===== src/rtl/tank_level_emulator.sv =====
`default_nettype none
// tank_level_emulator: debounced fill/drain keys raise or lower a 0..6 level count shown as a thermometer word.
// Revision 1.0
module tank_level_emulator #(
  parameter int DEBOUNCE_CYCLES = 1_000_000,
  parameter int STEP_CYCLES     = 25_000_000
) (
  input  logic       Clk,
  input  logic       Rst_n,
  input  logic       FillBtn,
  input  logic       DrainBtn,
  input  logic       Hold,
  output logic [5:0] Levels,
  output logic       Filling,
  output logic       Draining,
  output logic       Reject
);

  localparam int DB_W = (DEBOUNCE_CYCLES > 2) ? $clog2(DEBOUNCE_CYCLES) : 1;
  localparam int ST_W = (STEP_CYCLES > 2) ? $clog2(STEP_CYCLES) : 1;
  localparam logic [DB_W-1:0] DB_LAST = DB_W'(DEBOUNCE_CYCLES - 1);
  localparam logic [ST_W-1:0] ST_LAST = ST_W'(STEP_CYCLES - 1);
  localparam logic [2:0] FULL  = 3'd6;
  localparam logic [2:0] EMPTY = 3'd0;

  typedef enum logic [1:0] {
    IDLE  = 2'd0,
    FILL  = 2'd1,
    DRAIN = 2'd2
  } state_t;

  logic [1:0] raw_keys;
  logic [1:0] press;   // bit 0 = fill, bit 1 = drain

  assign raw_keys = {DrainBtn, FillBtn};

  for (genvar k = 0; k < 2; k++) begin : g_key
    logic            sync1;
    logic            sync2;
    logic            accepted;
    logic [DB_W-1:0] db_cnt;

    always_ff @(posedge Clk or negedge Rst_n) begin
      if (!Rst_n) begin
        sync1    <= 1'b1;
        sync2    <= 1'b1;
        accepted <= 1'b1;
        db_cnt   <= '0;
      end else begin
        sync1 <= raw_keys[k];
        sync2 <= sync1;
        if (sync2 == accepted) begin
          db_cnt <= '0;
        end else if (db_cnt == DB_LAST) begin
          db_cnt   <= '0;
          accepted <= sync2;
        end else begin
          db_cnt <= db_cnt + DB_W'(1);
        end
      end
    end

    // Event fires in the cycle the new low value is accepted, so the FSM reacts on that same edge.
    assign press[k] = (sync2 != accepted) && (db_cnt == DB_LAST) && !sync2;
  end

  state_t          state;
  state_t          state_next;
  logic [2:0]      count;
  logic [2:0]      count_next;
  logic [ST_W-1:0] step_cnt;
  logic            step;
  logic            reject_next;
  logic [5:0]      levels_next;

  assign step = (state != IDLE) && !Hold && (step_cnt == ST_LAST);

  always_comb begin
    state_next  = state;
    count_next  = count;
    reject_next = 1'b0;
    if (press[0] && press[1]) begin
      state_next = IDLE;
    end else begin
      case (state)
        IDLE: begin
          if (press[0]) begin
            if (count != FULL) state_next = FILL;
            else               reject_next = 1'b1;
          end else if (press[1]) begin
            if (count != EMPTY) state_next = DRAIN;
            else                reject_next = 1'b1;
          end
        end
        FILL: begin
          if (press[0] || press[1]) begin
            state_next = IDLE;
          end else if (step && count != FULL) begin
            count_next = count + 3'd1;
            if (count == FULL - 3'd1) state_next = IDLE;
          end
        end
        DRAIN: begin
          if (press[0] || press[1]) begin
            state_next = IDLE;
          end else if (step && count != EMPTY) begin
            count_next = count - 3'd1;
            if (count == EMPTY + 3'd1) state_next = IDLE;
          end
        end
        default: state_next = IDLE;
      endcase
    end
  end

  always_comb begin
    levels_next = '0;
    for (int i = 0; i < 6; i++) begin
      levels_next[i] = (count_next > 3'(i));
    end
  end

  always_ff @(posedge Clk or negedge Rst_n) begin
    if (!Rst_n) begin
      state <= IDLE;
      count <= EMPTY;
    end else begin
      state <= state_next;
      count <= count_next;
    end
  end

  // Timer restarts on every state change, including auto-stop and manual stop.
  always_ff @(posedge Clk or negedge Rst_n) begin
    if (!Rst_n) begin
      step_cnt <= '0;
    end else if (state_next != state) begin
      step_cnt <= '0;
    end else if (state != IDLE && !Hold) begin
      step_cnt <= (step_cnt == ST_LAST) ? '0 : step_cnt + ST_W'(1);
    end
  end

  always_ff @(posedge Clk or negedge Rst_n) begin
    if (!Rst_n) begin
      Levels   <= 6'b000000;
      Filling  <= 1'b0;
      Draining <= 1'b0;
      Reject   <= 1'b0;
    end else begin
      Levels   <= levels_next;
      Filling  <= (state_next == FILL);
      Draining <= (state_next == DRAIN);
      Reject   <= reject_next;
    end
  end

endmodule
`default_nettype wire


===== config.mk =====
export PLATFORM = sky130hd
export DESIGN_NAME = tank_level_emulator
export DESIGN_NICKNAME = d
export VERILOG_FILES = /design/src/rtl/tank_level_emulator.sv
export SDC_FILE = /design/constraint.sdc
export NUM_CORES = 1
export LEC_CHECK = 0
export CORE_ASPECT_RATIO = 0.7
export CORE_MARGIN = 2
export CORE_UTILIZATION = 62
export DETAILED_ROUTE_END_ITERATION = 8
export MAX_ROUTING_LAYER = met4
export PLACE_DENSITY = 0.8
export RECOVER_POWER = 25
export SYNTH_ARGS = -nofsm -noshare
export SYNTH_HDL_FRONTEND = slang
export SYNTH_SLANG_ARGS = --single-unit

===== constraint.sdc =====
create_clock -name Clk -period 3.3 [get_ports Clk]
set_input_delay 0.66 -clock Clk [delete_from_list [all_inputs] [get_ports Clk]]
set_output_delay 0.66 -clock Clk [all_outputs]
set_load 0.005 [all_outputs]

# --- Yosys cells after proc, flatten, opt, wreduce, memory -nomap -nowiden ---
# Cells that the tools add are included.
word_totals:
  register_bits: 85
  input_bits: 5
  elab_cells: 93
classes:
  add_sub_neg: 5
  n_lt_le_gt_ge: 6
  n_eq_ne: 15
  muxes: 31
  bitwise: 2
  n_reduce_logical: 19
ops:
  columns: ["op", "count"]
  rows:
  - ["2-to-1 mux 20 bit", 4]
  - ["2-to-1 mux 25 bit", 3]
  - ["adder 20 x 1 -> 20 bit, second input constant", 2]
  - ["equality test 20 bit, second input constant", 2]
  - ["adder 25 x 1 -> 25 bit, second input constant", 1]
  - ["equality test 25 bit, second input constant", 1]
  - ["2-to-1 mux 2 bit", 11]
  - ["2-to-1 mux 3 bit", 5]
  - ["logical AND 1 bit", 9]
  - ["greater-than comparator 3 x 1 -> 1 bit, second input constant", 2]
  - ["greater-than comparator 3 x 2 -> 1 bit, second input constant", 2]
  - ["greater-than comparator 3 bit, second input constant", 2]
  - ["2-to-1 mux 1 bit", 6]
  - ["one-hot mux 2 bit (3 select lines)", 1]
  - ["one-hot mux 3 bit (2 select lines)", 1]
  - ["equality test 2 x 1 -> 1 bit, second input constant", 2]
  - ["equality test 2 bit, second input constant", 2]
  - ["AND reduction 2 bit", 2]
  - ["nonzero test 2 bit", 2]
  - ["adder 3 x 1 -> 3 bit, second input constant", 1]
  - ["equality test 3 x 1 -> 1 bit, second input constant", 1]
  - ["equality test 3 bit, second input constant", 1]
  - ["logical NOT 1 bit", 3]
  - ["!= test 3 bit, second input constant", 1]
  - ["8 further kinds", 11]

# --- Logic depth before layout (Yosys ltp) ---
# Gate-level depths: netlist of the first run.
logic_depth:
  depth_word: 10
  ltp_mapped: 10
  mapped_depth_nobuf: 9

# --- Least setup slack after synthesis of the first run ---
# Ideal clock, no wire load.
synth_path:
  kind: "reg-to-reg"
  start: "register state[0]"
  end: "register step_cnt[10]"
  setup_ns: 0.119
  arrival_ns: 2.321
  path_slack_ns: 0.860
  stages_incl_launch_ff: 11
  path_buffers: 1
  period_less_slack_ns: 2.440
  path_cell_list: "dfrtp_1 inv_1 ha_1 or3_1 nor4_1 nand4_1 a22oi_1 nor3_1 o221ai_4 buf_6 nor2_1"
synth_via:
  elab_chain_len: 10
synth_lines:
  columns: ["item", "line_no", "source"]
  rows:
  - ["start: declaration", "67", "state_t state;"]
  - ["start signal: assignment", "128", "state <= state_next;"]
  - ["nonzero test 2 bit", "76, 139", null]
  - ["logical AND 1 bit", "76, 139", null]
  - ["logical AND 1 bit", "76", "assign step = (state != IDLE) && !Hold && (step_cnt == ST_LAST);"]
  - ["logical AND 1 bit (on tied branches)", "106, 98", null]
  - ["2-to-1 mux 2 bit (on tied branches)", "106, 98", null]
  - ["2-to-1 mux 2 bit (on tied branches)", "104, 96", null]
  - ["one-hot mux 2 bit (3 select lines)", "85", "case (state)"]
  - ["2-to-1 mux 2 bit", "82", "if (press[0] && press[1]) begin"]
  - ["!= test 2 bit", "137", "end else if (state_next != state) begin"]
  - ["2-to-1 mux 25 bit / nonzero test 2 bit (equally long branches)", null, null]
  - ["end signal: assignment", "140", "step_cnt <= (step_cnt == ST_LAST) ? '0 : step_cnt + ST_W'(1);"]
  - ["end: declaration", "71", "logic [ST_W-1:0] step_cnt;"]
# Parallel ways exist; a longest one is shown, timed or not.
# A chain may end at the register's enable or synchronous reset.

# --- Final worst setup path of the first run ---
layout_path:
  start: "register state[0]"
  end: "register step_cnt[19]"
# Same word-level chain as after synthesis.

==> results of run 1 <==
-- sequential cells by signal (all words and copies together), names as in the netlist --
signal          count
Filling             1
g_key.sync2         2
count               3
step_cnt           25
g_key.sync1         2
g_key.db_cnt       40
Reject              1
Levels              5
state               2
g_key.accepted      2
Draining            1
-- final timing paths --
kind / endpoint
max: step_cnt[19]$_DFFE_PN0P_
min in group asynchronous: g_key[0].db_cnt[3]$_DFF_PN0_
max reg2reg: step_cnt[19]$_DFFE_PN0P_
min: g_key[0].sync2$_DFF_PN1_
min reg2reg: g_key[0].sync2$_DFF_PN1_
max in group asynchronous: g_key[1].db_cnt[16]$_DFF_PN0_
-- report_power, final --
group / total (mW) / switching, mW / internal, mW
logic: 0.0436 / 0.0329 / 0.0107
clock network: 0.699 / 0.365 / 0.335
registers: 1.05 / 0.00698 / 1.04
total: 1.79 / 0.405 / 1.38
-- synthesized netlist by cell type (3+ instances only) --
cell	number	share of area, %
a21oi_1	12	1.3
and4_1	4	0.76
buf_2	3	0.33
clkbuf_1	6	0.49
nor2b_1	3	0.41
inv_1	15	1.2
nand3_1	27	2.9
or3_1	6	0.82
o21ai_0	7	0.76
and3_1	12	1.6
nand2_1	37	3.0
nor3_2	3	0.66
nand2b_1	5	0.68
ha_1	12	3.3
nor4_1	4	0.55
nor3b_2	3	0.82
dfrtp_1	78	43
and2_1	4	0.55
xor2_1	36	6.9
dfstp_2	6	3.4
nor3_1	4	0.44
xnor2_1	22	4.2
buf_4	3	0.49
nand4_1	17	2.3
nor2_1	82	6.7
-- cell type report --
type / count / area [um^2]
inverters: 15 / 56.3
well taps: 98 / 123
flip-flops and latches: 84 / 2110
repair buffers: 18 / 175
multi-input cells: 350 / 2330
clock buffers: 13 / 169
clock inverters: 3 / 20.0
fillers: 581 / 2230
-- per-stage QoR --
stage,util [%],worst slack (ns)
detailed placement,66.5,0.235
global placement,66.5,0.343
floorplan,-,0.860
finish,69.1,0.331
global route,69.1,0.0481
CTS,69.1,0.372
-- layer usage --
layer	routed length [um]	part of all wire, %	vias to the layer above	GRT usage [%]
met5	0	0	-	-
met4	92	1.0	0	6.36
met3	488	5.4	12	6.28
met2	4060	45	92	35.9
met1	4420	49	1610	36.1
li1	-	-	1635	-
-- logic make-up (layout without fill, tap and decap cells) --
kind of cell | count (synthesis) | in the layout | share of synthesized area [%]
DFF | 84 | 84 | 46.0
adders and majority gates | 12 | 12 | 3.28
and+or+nand+nor | 240 | 240 | 29.7
xor gates and xnor gates | 58 | 58 | 11.1
muxes | 2 | 2 | 0.491
buffers and inverters | 29 | 49 | 3.03
AOI/OAI and AO/OA | 38 | 38 | 6.42
==> flow_summary.yaml, run 1 <==
status:
  status: "finished, violations left"
  violations: "capacitance limit, slew limit"
clocking:
  clock_latency_ns: 0.36
  cts_tree: "built"
  clock_path_buffers: 2
  clkSlewWorstSetupHoldPaths_ns: 0.08
  postCtsHoldBufs: 0
  cts_sinks: 84
  post-cts-setup-buffers: 0
  cts_max_level: 3
  cts-buffers-inserted: 9
  cts_resized: 0
  root_buffer: "clkbuf_8"
worst_setup_path:
  cp-startpoint: "state[0]$_DFF_PN0_"
  r2r_setup_slack_ns: 0.33
  crit_family: "simple AND/OR/NAND/NOR gates"
  critPathLaunchType: "flip-flop"
  critPathRequiredTime_ns: 3.54
  cpPeakStageDelay_ns: 0.50
  crit_path_end_kind: "flip-flop"
  path_max_fanout: 25
  worstReg2RegStart: "state[0]$_DFF_PN0_"
  cp.arrival_ns: 3.21
  slowest_stage: "dfrtp_1"
  r2r_cells: 10
  crit_type: "reg2reg"
  cp_num_buf_inv: 2
  critical_path_depth: 10
  worstPathCellList: "inv_1 -> ha_1 -> or3_1 -> nor4_1 -> nand4_1 -> a22oi_1 -> nor3_1 -> o221ai_4 -> buf_12 -> nor2_1"
hold_path:
  worstHoldPathCells: 0
  hp-start: "g_key[0].sync1$_DFF_PN1_"
  hp-class: "reg2reg"
place:
  dpl.cell_count: 565
  placed_area_um2: 4800
  place_hpwl_um: 6120
  gp_congestion: 0.886
  io_buffers: 13
logic_synthesis:
  async_flop_share_pct: 100
  netlist_area_um2: 4580
  synthFlopType: "dfrtp_1"
  synth_nets: 480
  synth_edf_count: 0
  synth_cell_types: 65
  synth_seq_cells: 84
  synth_warnings: 0
  ys_seq_area_share_pct: 46.0
  synth_cells: 463
  syn_avg_cell_area_um2: 9.90
timing:
  fmax_mhz: 337
  finalHoldViolations: 0
  worst_clock_skew_ns: 0.0161
  maxSlewViolCount: 85
  min_period_ns: 2.97
  fin_setup_tns_ns: 0
  relSlewSlack_pct: -36.1
  grt_setup_unrepaired: "false"
  whs_ns: 0.358
  fin_crit_sh_pct: 90.0
  tightest_slew_ns: 2.04
  setup_viol_count_final: 0
global_route:
  grt_pass1_wl_um: 15800
  grtUsageTotal_pct: 25.1
  first_global_vias: 3311
  grt_max_degree: 85
  antenna_found_initial: 0
  grt.overflow.total: 0
detailed_routing:
  wl_um: 9060
  drtPass1Iterations: 4
  drt-vias-per-instance: 5.76
  drtIter0Drc: 213
  route.detailed.drc: 0
  vias: 3349
  wl_per_cell_um: 15.6
  ant_nets: 0
floorplanning:
  die-area_um2: 8110
  rows: 26
  io-pin-count: 14
  die_w_um: 107
  coreArea_um2: 7220
  start_util_pct: 63.5
  die_height_um: 75.9
power_and_ir_drop:
  vdd_ir_drop_max_mv: 0.249
  power.density_nw_per_um2: 359
  p_total_mw: 1.79
  p_leak_nw: 2.21
cells_and_area:
  nets: 495
  drive_above_1_share_pct: 11.4
  final_area_um2: 4990
  layout_common_cells: "nor2_1, dfrtp_1, nand2_1"
  num_antenna_cells: 0
  finalNonFillerCells: 581
  area_growth_syn_to_layout_pct: 8.82
  layout_commonest_cell: "nor2_1"
run:
  drv_cap: 1
Power figures use the tool's default switching activity.
==> run 2, diff against run 1 <==
--- a/config.mk
+++ b/config.mk
@@ -7,11 +7,12 @@
 export LEC_CHECK = 0
 export CORE_ASPECT_RATIO = 0.7
 export CORE_MARGIN = 2
-export CORE_UTILIZATION = 62
+export CORE_UTILIZATION = 65
 export DETAILED_ROUTE_END_ITERATION = 8
 export MAX_ROUTING_LAYER = met4
-export PLACE_DENSITY = 0.8
+export PLACE_DENSITY = 0.84
 export RECOVER_POWER = 25
+export SKIP_LAST_GASP = 1
 export SYNTH_ARGS = -nofsm -noshare
 export SYNTH_HDL_FRONTEND = slang
 export SYNTH_SLANG_ARGS = --single-unit
==> constraint.sdc (replaced) <==
create_clock -name Clk -period 3.6 [get_ports Clk]
set_input_delay 0.72 -clock Clk [delete_from_list [all_inputs] [get_ports Clk]]
set_output_delay 0.72 -clock Clk [all_outputs]
set_load 0.005 [all_outputs]
==> flow_summary.yaml, run 2 (same netlist as run 1, synthesis figures left out) <==
power_and_ir_drop:
  power.density_nw_per_um2: 333
  internal-power_mw: 1.28
  p_total_mw: 1.65
  p_sw_mw: 0.363
  combinationalPowerShare_pct: 2.4
  vdd_ir_drop_max_mv: 0.206
  p_clk_share_pct: 39.3
  p_leak_nw: 2.20
  switching_share_pct: 22.0
  seq_power_share_pct: 58.2
clocking:
  postCtsHoldBufs: 0
  cts-buffers-inserted: 9
  post-cts-setup-buffers: 0
  root_buffer: "clkbuf_8"
  cts_max_level: 3
  clock_latency_ns: 0.36
  clock_path_buffers: 2
  cts_sinks: 84
  cts_tree: "built"
  clkSlewWorstSetupHoldPaths_ns: 0.08
  cts_resized: 0
run:
  drv_cap: 1
worst_setup_path:
  crit_path_end_kind: "flip-flop"
  r2r-end: "step_cnt[17]$_DFFE_PN0P_"
  cp.arrival_ns: 3.26
  r2r_setup_slack_ns: 0.56
  r2r_cells: 10
  critPathLaunchType: "flip-flop"
  crit_type: "reg2reg"
  cp-startpoint: "state[0]$_DFF_PN0_"
  worstReg2RegStart: "state[0]$_DFF_PN0_"
  path_max_fanout: 25
  critPathRequiredTime_ns: 3.82
floorplanning:
  rows: 25
  start_util_pct: 67.5
  io-pin-count: 14
  die_w_um: 104
  coreArea_um2: 6790
  die-area_um2: 7750
  die_height_um: 74.3
cells_and_area:
  drive_above_1_share_pct: 10.6
  finalNonFillerCells: 575
  nets: 493
  fillers: 493
  largest-register: "g_key.db_cnt"
  largest_reg_flops: 40
  layout_common_cells: "nor2_1, dfrtp_1, nand2_1"
  area_growth_syn_to_layout_pct: 8.05
  num_antenna_cells: 0
  layout_commonest_cell: "nor2_1"
  top_regs: "g_key.db_cnt (40), step_cnt (25), Levels (5)"
status:
  violations: "capacitance limit, slew limit"
  status: "finished, violations left"
detailed_routing:
  wl_per_cell_um: 15.7
  route.detailed.drc: 0
  ant_nets: 0
  vias: 3406
  drt-vias-per-instance: 5.92
  drtIter0Drc: 204
  drtPass1Iterations: 4
  wl_um: 9010
hold_path:
  worstHoldPathCells: 0
  hp-class: "reg2reg"
  hp-start: "g_key[1].sync1$_DFF_PN1_"
  hold_end: "g_key[1].sync2$_DFF_PN1_"
global_route:
  grtUsageTotal_pct: 25.9
  grt_max_degree: 85
  grt.overflow.total: 0
  first_global_vias: 3207
  antenna_found_initial: 0
  grt_pass1_wl_um: 15400
timing:
  fmax_mhz: 329
  setup_viol_count_final: 0
  finalHoldViolations: 0
  relSlewSlack_pct: -33.6
  fin_crit_sh_pct: 84.5
  min_period_ns: 3.04
  tightest_slew_ns: 2.00
  grt_setup_unrepaired: "false"
  maxSlewViolCount: 85
  fin_setup_tns_ns: 0
  worst_clock_skew_ns: 0.0153
place:
  gp_congestion: 0.975
  io_buffers: 13
  dpl.cell_count: 559
  place_hpwl_um: 6100
[run 2: power by group through the flow]
stage	clock (mW)	sequential [mW]	combinational (mW)
global route	0.694	0.960	0.0472
finish	0.648	0.959	0.0401
CTS	0.660	0.959	0.0425
detailed placement	0	0.977	0.0422
floorplan	0	0.976	0.0145
global placement	0	0.976	0.0402
[run 2: routing by layer]
| metal | GRT usage [%] | wire, um | vias up |
|---|---|---|---|
| met5 | - | 0 | - |
| met4 | 6.76 | 89 | 0 |
| met3 | 6.40 | 472 | 10 |
| met2 | 40.9 | 4270 | 89 |
| met1 | 34.2 | 4170 | 1686 |
| li1 | - | - | 1621 |
[run 2: layout make-up]
type	instances	area [um^2]	share of cell area, %
tap	94	118	2.37
multi-input combinational	350	2330	47.1
clock inverter	4	51.3	1.04
sequential	84	2110	42.6
timing repair buffer	16	148	2.98
inverter	15	56.3	1.14
clock buffer	12	135	2.73
[run 2: worst max path at each step]
stage,end,slack [ns]
floorplan,step_cnt[10]$_DFFE_PN0P_,1.16
global placement,step_cnt[23]$_DFFE_PN0P_,0.55
detailed placement,step_cnt[18]$_DFFE_PN0P_,0.45
CTS,step_cnt[18]$_DFFE_PN0P_,0.59
global route,step_cnt[7]$_DFFE_PN0P_,0.39
finish,step_cnt[17]$_DFFE_PN0P_,0.56
[run 2: critical path, stage by stage, from the launching register on]
cell and delay (ns):
dfrtp_1 0.48, inv_1 0.17, ha_1 0.37, or3_1 0.41, nor4_1 0.34, nand4_1 0.14, a22oi_1 0.27, nor3_1 0.13
o221ai_4 0.16, buf_4 0.31, nor2_1 0.10
[run 2: per-stage QoR]
stage	setup slack (ns)	hold slack, ns	utilization, %	cell area (um^2)
3_5_place_dp	0.451	0.348	70.2	4770
5_1_grt	0.392	0.360	73.0	4950
3_3_place_gp	0.551	0.347	70.2	4770
4_1_cts	0.593	0.359	73.0	4950
6_report	0.559	0.358	73.0	4950
2_1_floorplan	1.16	0.345	-	4580
